`src/rtl/pht_sat_tab_pkg.sv`:
```
//
// pht_sat_tab_pkg
// Shared definitions for the saturating-counter pattern history table:
//   - default geometry and init value for the table
//   - the two-state init/ready FSM encoding
//   - a helper that gives the width of the {tab,set} concatenated index
// No ports; imported by pht_sat_tab and sat_cnt_upd.
//
package pht_sat_tab_pkg;

   localparam int PHT_CNT_W_DEF    = 2;
   localparam int PHT_SET_W_DEF    = 4;
   localparam int PHT_TAB_W_DEF    = 6;
   localparam int PHT_INIT_VAL_DEF = 1;

   // ST_INIT sweeps the array one entry per cycle, ST_READY serves traffic
   typedef enum logic {
      ST_INIT  = 1'b0,
      ST_READY = 1'b1
   } phtState_e;

   // Width of the {tab,set} index used to address the counter array
   function automatic int phtIdxW(input int tabW, input int setW);
      return tabW + setW;
   endfunction

endpackage

```
`src/rtl/pht_sat_tab_sat_cnt_upd.sv`:
```
//
// sat_cnt_upd
// Combinational next-value logic for one saturating prediction counter.
// Counts up on taken, down on not-taken, and sticks at both ends instead
// of wrapping.
// Ports:
//   cnt       in   CNT_W  current counter value
//   taken     in   1      resolved branch direction
//   next_cnt  out  CNT_W  counter value after the update
//
module sat_cnt_upd
   import pht_sat_tab_pkg::*;
#(
   parameter int CNT_W = PHT_CNT_W_DEF
) (
   input  logic [CNT_W-1:0] cnt,
   input  logic             taken,
   output logic [CNT_W-1:0] next_cnt
);

   localparam logic [CNT_W-1:0] CNT_MAX = '1;
   localparam logic [CNT_W-1:0] CNT_MIN = '0;

   // Move one step toward the resolved direction, holding at the rails
   always_comb begin
      next_cnt = cnt;
      if (taken) begin
         if (cnt != CNT_MAX) begin
            next_cnt = cnt + CNT_W'(1);
         end
      end else begin
         if (cnt != CNT_MIN) begin
            next_cnt = cnt - CNT_W'(1);
         end
      end
   end

endmodule

```
`src/rtl/pht_sat_tab.sv`:
```
//
// pht_sat_tab
// Pattern history table of 2^(TAB_W+SET_W) saturating counters indexed by
// {tab,set}. After reset an init FSM sweeps INIT_VAL into every entry, one
// per cycle; during the sweep busy is high and all requests are dropped.
// Once ready, the table offers a registered read port (1-cycle latency) and
// a single-cycle read-modify-write update port.
//
// Configuration macro: PHT_WR_BYPASS_EN
//   defined   - a read and an update to the same entry in the same cycle
//               returns the post-update counter value
//   undefined - such a read returns the pre-update value
//
// Ports:
//   clk       in   1      clock, all logic on posedge
//   reset     in   1      synchronous active-high, restarts the init sweep
//   busy      out  1      high while the init sweep runs
//   rd_en     in   1      read request
//   rd_set    in   SET_W  read set index
//   rd_tab    in   TAB_W  read table index
//   rd_valid  out  1      one-cycle pulse when rd_data is fresh
//   rd_data   out  CNT_W  counter value read
//   rd_taken  out  1      predicted direction (counter MSB)
//   up_en     in   1      update request
//   up_set    in   SET_W  update set index
//   up_tab    in   TAB_W  update table index
//   up_taken  in   1      resolved branch direction
//
module pht_sat_tab
   import pht_sat_tab_pkg::*;
#(
   parameter int CNT_W    = PHT_CNT_W_DEF,
   parameter int SET_W    = PHT_SET_W_DEF,
   parameter int TAB_W    = PHT_TAB_W_DEF,
   parameter int INIT_VAL = PHT_INIT_VAL_DEF
) (
   input  logic             clk,
   input  logic             reset,
   output logic             busy,
   input  logic             rd_en,
   input  logic [SET_W-1:0] rd_set,
   input  logic [TAB_W-1:0] rd_tab,
   output logic             rd_valid,
   output logic [CNT_W-1:0] rd_data,
   output logic             rd_taken,
   input  logic             up_en,
   input  logic [SET_W-1:0] up_set,
   input  logic [TAB_W-1:0] up_tab,
   input  logic             up_taken
);

   localparam int              IDX_W    = phtIdxW(TAB_W, SET_W);
   localparam int              DEPTH    = 1 << IDX_W;
   localparam logic [IDX_W-1:0] LAST_IDX = '1;
   localparam logic [CNT_W-1:0] INIT_CNT = CNT_W'(INIT_VAL);

   phtState_e        state_q, state_d;
   logic [IDX_W-1:0] sweepPtr_q, sweepPtr_d;
   logic             rdValid_q, rdValid_d;
   logic [CNT_W-1:0] rdData_q, rdData_d;

   logic [CNT_W-1:0] mem [0:DEPTH-1];

   logic [IDX_W-1:0] rdIdx;
   logic [IDX_W-1:0] upIdx;
   logic             ready;
   logic             rdAccept;
   logic             upAccept;
   logic [CNT_W-1:0] rdCnt;
   logic [CNT_W-1:0] upCnt;
   logic [CNT_W-1:0] upNext;
   logic [CNT_W-1:0] rdSource;

   logic             wrEn;
   logic [IDX_W-1:0] wrAddr;
   logic [CNT_W-1:0] wrData;

   assign rdIdx    = {rd_tab, rd_set};
   assign upIdx    = {up_tab, up_set};
   assign ready    = (state_q == ST_READY);
   assign rdAccept = ready && rd_en;
   assign upAccept = ready && up_en;
   assign rdCnt    = mem[rdIdx];
   assign upCnt    = mem[upIdx];

   // Single counter-update instance; its result feeds both the array write
   // and, when enabled, the same-index read bypass
   sat_cnt_upd #(
      .CNT_W(CNT_W)
   ) uSatCntUpd (
      .cnt     (upCnt),
      .taken   (up_taken),
      .next_cnt(upNext)
   );

   // Pick what a read returns when it collides with an update to the same
   // entry: the freshly computed value or the stored one
`ifdef PHT_WR_BYPASS_EN
   assign rdSource = (upAccept && (upIdx == rdIdx)) ? upNext : rdCnt;
`else
   assign rdSource = rdCnt;
`endif

   // FSM next state and the shared array write port. In INIT the sweep owns
   // the port and walks sweepPtr up to the last entry; in READY the update
   // path owns it. A reset cycle writes nothing since the sweep restarts.
   always_comb begin
      state_d    = state_q;
      sweepPtr_d = sweepPtr_q;
      wrEn       = 1'b0;
      wrAddr     = upIdx;
      wrData     = upNext;
      case (state_q)
         ST_INIT: begin
            wrEn       = 1'b1;
            wrAddr     = sweepPtr_q;
            wrData     = INIT_CNT;
            sweepPtr_d = sweepPtr_q + IDX_W'(1);
            if (sweepPtr_q == LAST_IDX) begin
               state_d = ST_READY;
            end
         end
         ST_READY: begin
            wrEn = upAccept;
         end
         default: begin
            state_d = ST_INIT;
         end
      endcase
      if (reset) begin
         wrEn = 1'b0;
      end
   end

   // Read port next state: pulse valid only for accepted reads and keep the
   // last data otherwise
   always_comb begin
      rdValid_d = rdAccept;
      rdData_d  = rdData_q;
      if (rdAccept) begin
         rdData_d = rdSource;
      end
   end

   // Control and read-port registers; reset restarts the sweep from entry 0
   always_ff @(posedge clk) begin
      if (reset) begin
         state_q    <= ST_INIT;
         sweepPtr_q <= '0;
         rdValid_q  <= 1'b0;
         rdData_q   <= '0;
      end else begin
         state_q    <= state_d;
         sweepPtr_q <= sweepPtr_d;
         rdValid_q  <= rdValid_d;
         rdData_q   <= rdData_d;
      end
   end

   // Counter array; contents are only meaningful after the sweep finishes
   always_ff @(posedge clk) begin
      if (wrEn) begin
         mem[wrAddr] <= wrData;
      end
   end

   assign busy     = (state_q == ST_INIT);
   assign rd_valid = rdValid_q;
   assign rd_data  = rdData_q;
   assign rd_taken = rdData_q[CNT_W-1];

endmodule

```
`config.mk`:
```
export PLATFORM = sky130hd
export DESIGN_NAME = pht_sat_tab
export DESIGN_NICKNAME = d
export VERILOG_FILES = /design/src/rtl/pht_sat_tab_pkg.sv /design/src/rtl/pht_sat_tab_sat_cnt_upd.sv /design/src/rtl/pht_sat_tab.sv
export SDC_FILE = /design/constraint.sdc
export NUM_CORES = 2
export LEC_CHECK = 0
export CAP_MARGIN = 25
export CORE_MARGIN = 3
export CORE_UTILIZATION = 55
export CTS_BUF_LIST = sky130_fd_sc_hd__clkbuf_2 sky130_fd_sc_hd__clkbuf_4 sky130_fd_sc_hd__clkbuf_8
export DETAILED_ROUTE_END_ITERATION = 6
export PLACE_DENSITY = 0.69
export REMOVE_ABC_BUFFERS = 1
export SLEW_MARGIN = 40
export SYNTH_ARGS = -nofsm -noshare
export SYNTH_HDL_FRONTEND = slang
export SYNTH_SLANG_ARGS = --single-unit
```
`constraint.sdc`:
```
create_clock -name clk -period 46.8 [get_ports clk]
set_input_delay 9.36 -clock clk [delete_from_list [all_inputs] [get_ports clk]]
set_output_delay 9.36 -clock clk [all_outputs]
set_load 0.02 [all_outputs]
```
* Word level (Yosys, flattened, before mapping)
Memory sizes are Yosys's and may differ from the RTL's. A register that Yosys moved wholly into a read port is not among the register bits. Cells that the tools add are included.
Word-level totals: register bits after elaboration 12, memory bits (writable) 2048, bits of input ports 25, output and inout bits 5, logic and storage cells 24, memories kept 1
Memory list:
- mem | depth 1024, bits a word 2, rd ports 2, clocked after Yosys merged registers in 1, wr ports 1, RTL line pht_sat_tab.sv:62 | logic [CNT_W-1:0] mem [0:DEPTH-1];
Operators by class: add/subtract/negate cells 3, equal/unequal tests 2, mux-type cells 11, bitwise logic cells 1, reduce and logical (&&, ||, !) cells 3
Operator list (number):
- $add 10x1->10 const B | 1
- $eq 10x10->1 const B | 1
- $mux 10 | 1
- $mux 2 | 4
- $mux 1 | 5
- $add 2x1->2 const B | 1
- $logic_and 1x1->1 | 2
- $ne 2x2->1 const B | 1
- $pmux 1 s2 | 1
- $reduce_bool 2->1 | 1
- $sub 2x1->2 const B | 1
- $not 1->1 | 1

* Depth between registers and ports, before layout
depth in word-level cells 5, depth in mapped cells 16

* Cells and area by module
Synthesis repeated with hierarchy kept, for this count alone.
Unflattened totals: cells, all modules 5918, area total of the unflattened synthesis 100834.2 sq um
By module, submodules not included:
- pht_sat_tab | instances 1, cells an instance 5915, area an instance 100807.9 sq um
- sat_cnt_upd | instances 1, cells an instance 3, area an instance 26.3 sq um

* Worst setup path after synthesis
No wires, ideal clock.
path type input -> register, from input up_set[0], to memory mem[0][0] (netlist name), data pin, setup time 5.698 ns, data arrival time 38.922 ns, data required time 41.102 ns, setup slack 2.179 ns, stages on the path 13, path buffers 4, cells stage by stage buf_4 buf_6 buf_6 buf_2 mux4_2 a22oi_1 nand2_1 o21ai_0 o22ai_1 a211o_1 o22ai_1 nor4_1 a21oi_1
On the way: longest elaborated chain between the ends 5, elaborated cells on any way between the ends 9, classes of those cells add/sub (2); eq/ne (1); mux (4); reduce/logical (1); memory (1)
RTL lines:
- start: declaration | RTL line pht_sat_tab.sv:47 | input logic [SET_W-1:0] up_set,
- $mem_v2 1024x2 (*)
- $sub 2x1->2, or another cell as far along | RTL line pht_sat_tab_sat_cnt_upd.sv:33 | next_cnt = cnt - CNT_W'(1);
- $mux 2 (on tied branches) | RTL line pht_sat_tab_sat_cnt_upd.sv:32, pht_sat_tab_sat_cnt_upd.sv:28
- $mux 2 (*) | RTL line pht_sat_tab_sat_cnt_upd.sv:27 | if (taken) begin
- $mux 2 (*) | RTL line pht_sat_tab.sv:113 | case (state_q)
- net wrData[0] | RTL line pht_sat_tab.sv:76 | logic [CNT_W-1:0] wrData;
- end: declaration | RTL line pht_sat_tab.sv:62
Mark *: on every way through the listed nets, which the timed path passes. The rest lies on a longest branch.

* Worst setup path after layout
from input up_set[0], to memory mem[931][0] (netlist name), data pin
The elaborated chain is that of the path after synthesis.

==> flow_metrics.py <==
metrics = {
    "status": {
        "outcome": "finished clean",
    },
    "place": {
        "placed_cell_area_sq_um": 103000,
        "pre_cts_slack_ps": 28460,
        "place.gp.congestion": 0.889,
        "port_buffers": 29,
        "hpwl_mm": 185,
    },
    "timing": {
        "worst_clock_skew_ps": 72.4,
        "timing_hold_violations_final": 0,
        "setup_slack_ps": 30020,
        "fin_crit_sh": 0.359,
        "min_period_ps": 16780,
        "fmaxAchievable_ghz": 0.0596,
        "holdWs_ps": 550,
        "relSlewSlack": 0.300,
        "max_slew.worst_pin.slew_ps": 1020,
        "rsz0062_at_grt": "false",
        "fin_setup_tns_ps": 0,
        "report.final.slew_viol_count": 0,
        "setup_viol": 0,
    },
    "global_routing": {
        "overflow": 0,
        "track_usage": 0.349,
        "grt_pass1_wl_mm": 459,
        "antenna_found_initial": 23,
        "grt_max_degree": 211,
        "grt_pass1_vias": 61980,
    },
    "finish": {
        "nets": 5753,
        "syn_to_final_growth_pct": 9.57,
        "multi_input_area_sq_um": 36500,
        "seq_area_sq_um": 61800,
        "fillers": 13061,
        "final_area_sq_um": 110000,
        "final_layout_size_suffix_gt1_frac": 0.321,
    },
    "worst_setup_path": {
        "reg2reg_slack_ps": 41060,
        "reg2reg_depth": 13,
        "critPathRequiredTime_ps": 47570,
        "critPathCaptureType": "flop",
        "critPathKind": "in2reg",
        "startpoint_type": "primary input",
        "arrival_ps": 17550,
        "path_max_fanout": 141,
        "timing.rr.end": "mem[931][0]",
        "rr_startpoint": "mem[843][0]",
    },
    "pwr": {
        "power_density_nw_per_um2": 35.6,
        "peakVddDrop_uv": 25.7,
        "clkPwrFrac": 0.411,
        "pwr-share-comb": 0.078,
        "p_int_uw": 2990,
        "leakage_uw": 0.0334,
        "p_sw_uw": 923,
        "pwr-share-seq": 0.511,
        "p_sw_frac": 0.236,
    },
    "route": {
        "drtPass1Iterations": 6,
        "antenna_left": 0,
        "drcViolationCount": 0,
        "avgViaCountPerCell": 7.41,
        "num_vias": 61936,
        "drtIter0Drc": 10023,
        "wl_mm": 323,
        "routedWlPerCell_um": 38.6,
    },
    "floorplan": {
        "die_h_um": 433,
        "rows": 156,
        "io_pins": 30,
        "core_sq_um": 181000,
        "fp.dieW_um": 433,
        "floorplan.initialDensity": 0.554,
        "die_area_sq_um": 187000,
    },
    "logic_synthesis": {
        "avgSynthCellArea_sq_um": 17.4,
        "ys_async_sr_fraction": 0,
        "synthDistinctLibCells": 66,
        "yosysSeqAreaShare": 0.616,
        "synth_edf_count": 2048,
        "synthFlopType": "edfxtp_1",
        "syn_area_sq_um": 100000,
        "synth-seq-cells": 2062,
        "syn_inst": 5755,
        "ys_warn_count": 0,
    },
    "min_path": {
        "min_to": "sweepPtr_q[9]",
        "worstHoldStart": "sweepPtr_q[9]",
        "min_path_cells": 2,
        "hold_path.class": "reg2reg",
    },
    "clock_tree": {
        "cts-htree-levels": 5,
        "clockBufferDepth": 4,
        "path_clk_slew_ps": 60,
        "clk_latency_ps": 1100,
        "cts_setup_buffers": 0,
        "cts_tree": "done",
        "cts_sinks": 2062,
        "numCtsBuffers": 352,
        "cts-resized-gates": 0,
        "postCtsHoldBufs": 0,
        "clock-root-buffer": "clkbuf_8",
    },
    "job": {
        "maxCapViolations": 0,
    },
}
## registers in the layout, indices dropped and copies added (netlist names)
signal / count
mem: 2048
sweepPtr_q: 10
rd_data: 2
rd_valid: 1
ready: 1
## final cells by class
class / count / area share
antenna: 11 / 0.000251
clock buffer: 452 / 0.0516
clock inverter: 153 / 0.00936
inverter: 15 / 0.000547
multi-input combinational: 3129 / 0.332
sequential: 2062 / 0.562
tap: 2370 / 0.0270
timing repair buffer: 167 / 0.0167
## cell usage after synthesis (26+ instances only)
master / n / area, sq um
buf_1: 48 / 180
nand2_1: 161 / 604
a21oi_1: 62 / 310
clkbuf_1: 332 / 1250
nand3_1: 50 / 250
a22oi_1: 77 / 578
edfxtp_1: 2048 / 61500
buf_6: 35 / 394
o21ai_0: 30 / 150
nor3_1: 26 / 130
nor2_1: 1102 / 4140
mux4_2: 1136 / 25600
o221ai_1: 36 / 315
o22ai_1: 48 / 300
buf_2: 82 / 410
mux2i_1: 154 / 1540
buf_4: 52 / 390
## power by group through the flow
stage / combinational (uW) / sequential [uW] / clock (uW)
after floorplan: 143 / 2040 / 0
after global placement: 292 / 2040 / 0
after detailed placement: 296 / 2040 / 0
after CTS: 297 / 2000 / 1620
after global routing: 310 / 2000 / 1700
final: 304 / 2000 / 1610
## metrics by stage
step            util  std cells  total power (uW)
2_1_floorplan      -       5206              2180
6_report       0.607       8359              3910
4_1_cts        0.606       8343              3910
5_1_grt        0.607       8350              4010
3_5_place_dp   0.569       7738              2330
3_3_place_gp   0.565       7725              2330
## critical path, cell delays in order
cell	delay [ps]
buf_8	430
buf_6	590
buf_6	570
buf_4	670
buf_4	510
buf_4	630
mux4_2	600
a22oi_1	250
nand4_1	160
o21ai_0	160
a2111oi_0	120
buf_4	230
a211o_1	270
o22ai_1	260
o21ai_0	190
a21oi_4	580
buf_4	680
buf_12	460
buf_16	420
## how the worst max path moves through the flow
stage,slack [ps],from,depth (start not counted),endpoint
final,30020,up_set[0],19,mem[931][0]
after global routing,29400,up_set[0],19,mem[183][0]
after CTS,29540,up_set[0],19,mem[183][0]
after detailed placement,28460,up_set[0],19,mem[160][0]
after global placement,28230,up_set[0],18,mem[928][0]
after floorplan,2320,up_tab[0],9,mem[0][0]
## per-layer routing
| layer | vias to the layer above | share of wire | GRT usage |
|---|---|---|---|
| met4 | 18 | 0.063 | 0.188 |
| met3 | 1027 | 0.14 | 0.101 |
| met2 | 5063 | 0.46 | 0.522 |
| met5 | - | 0.00037 | 0 |
| li1 | 23740 | - | - |
| met1 | 32088 | 0.34 | 0.468 |
## cell usage in the layout, fill, tap and decap left out, types with 19 or more instances in the layout
cell and count:
nand4_1 25, nand3_1 50, nor3_1 25, clkbuf_8 365, a221oi_1 19, nor2_1 1083
clkinv_1 94, nand2_2 23, a21oi_1 61, clkbuf_4 88, clkinv_2 41, nand2_1 108
mux2i_1 151, o21ai_0 29, mux4_2 1136, o22ai_1 46, buf_6 22, o221ai_1 36
edfxtp_1 2048, buf_4 91, a22oi_1 77, nand2_8 23
## cell families after synthesis
group,count (synthesis),synth area share
flip-flops,2062,0.616
AND/OR/NAND/NOR,1441,0.0576
multiplexers,1304,0.272
buffers and inverters,564,0.0267
AO/OA/AOI/OAI,375,0.0266
XOR/XNOR,8,0.000699
adder cells (fa/ha/maj),1,0.000125
Power figures use the tool's default switching activity.
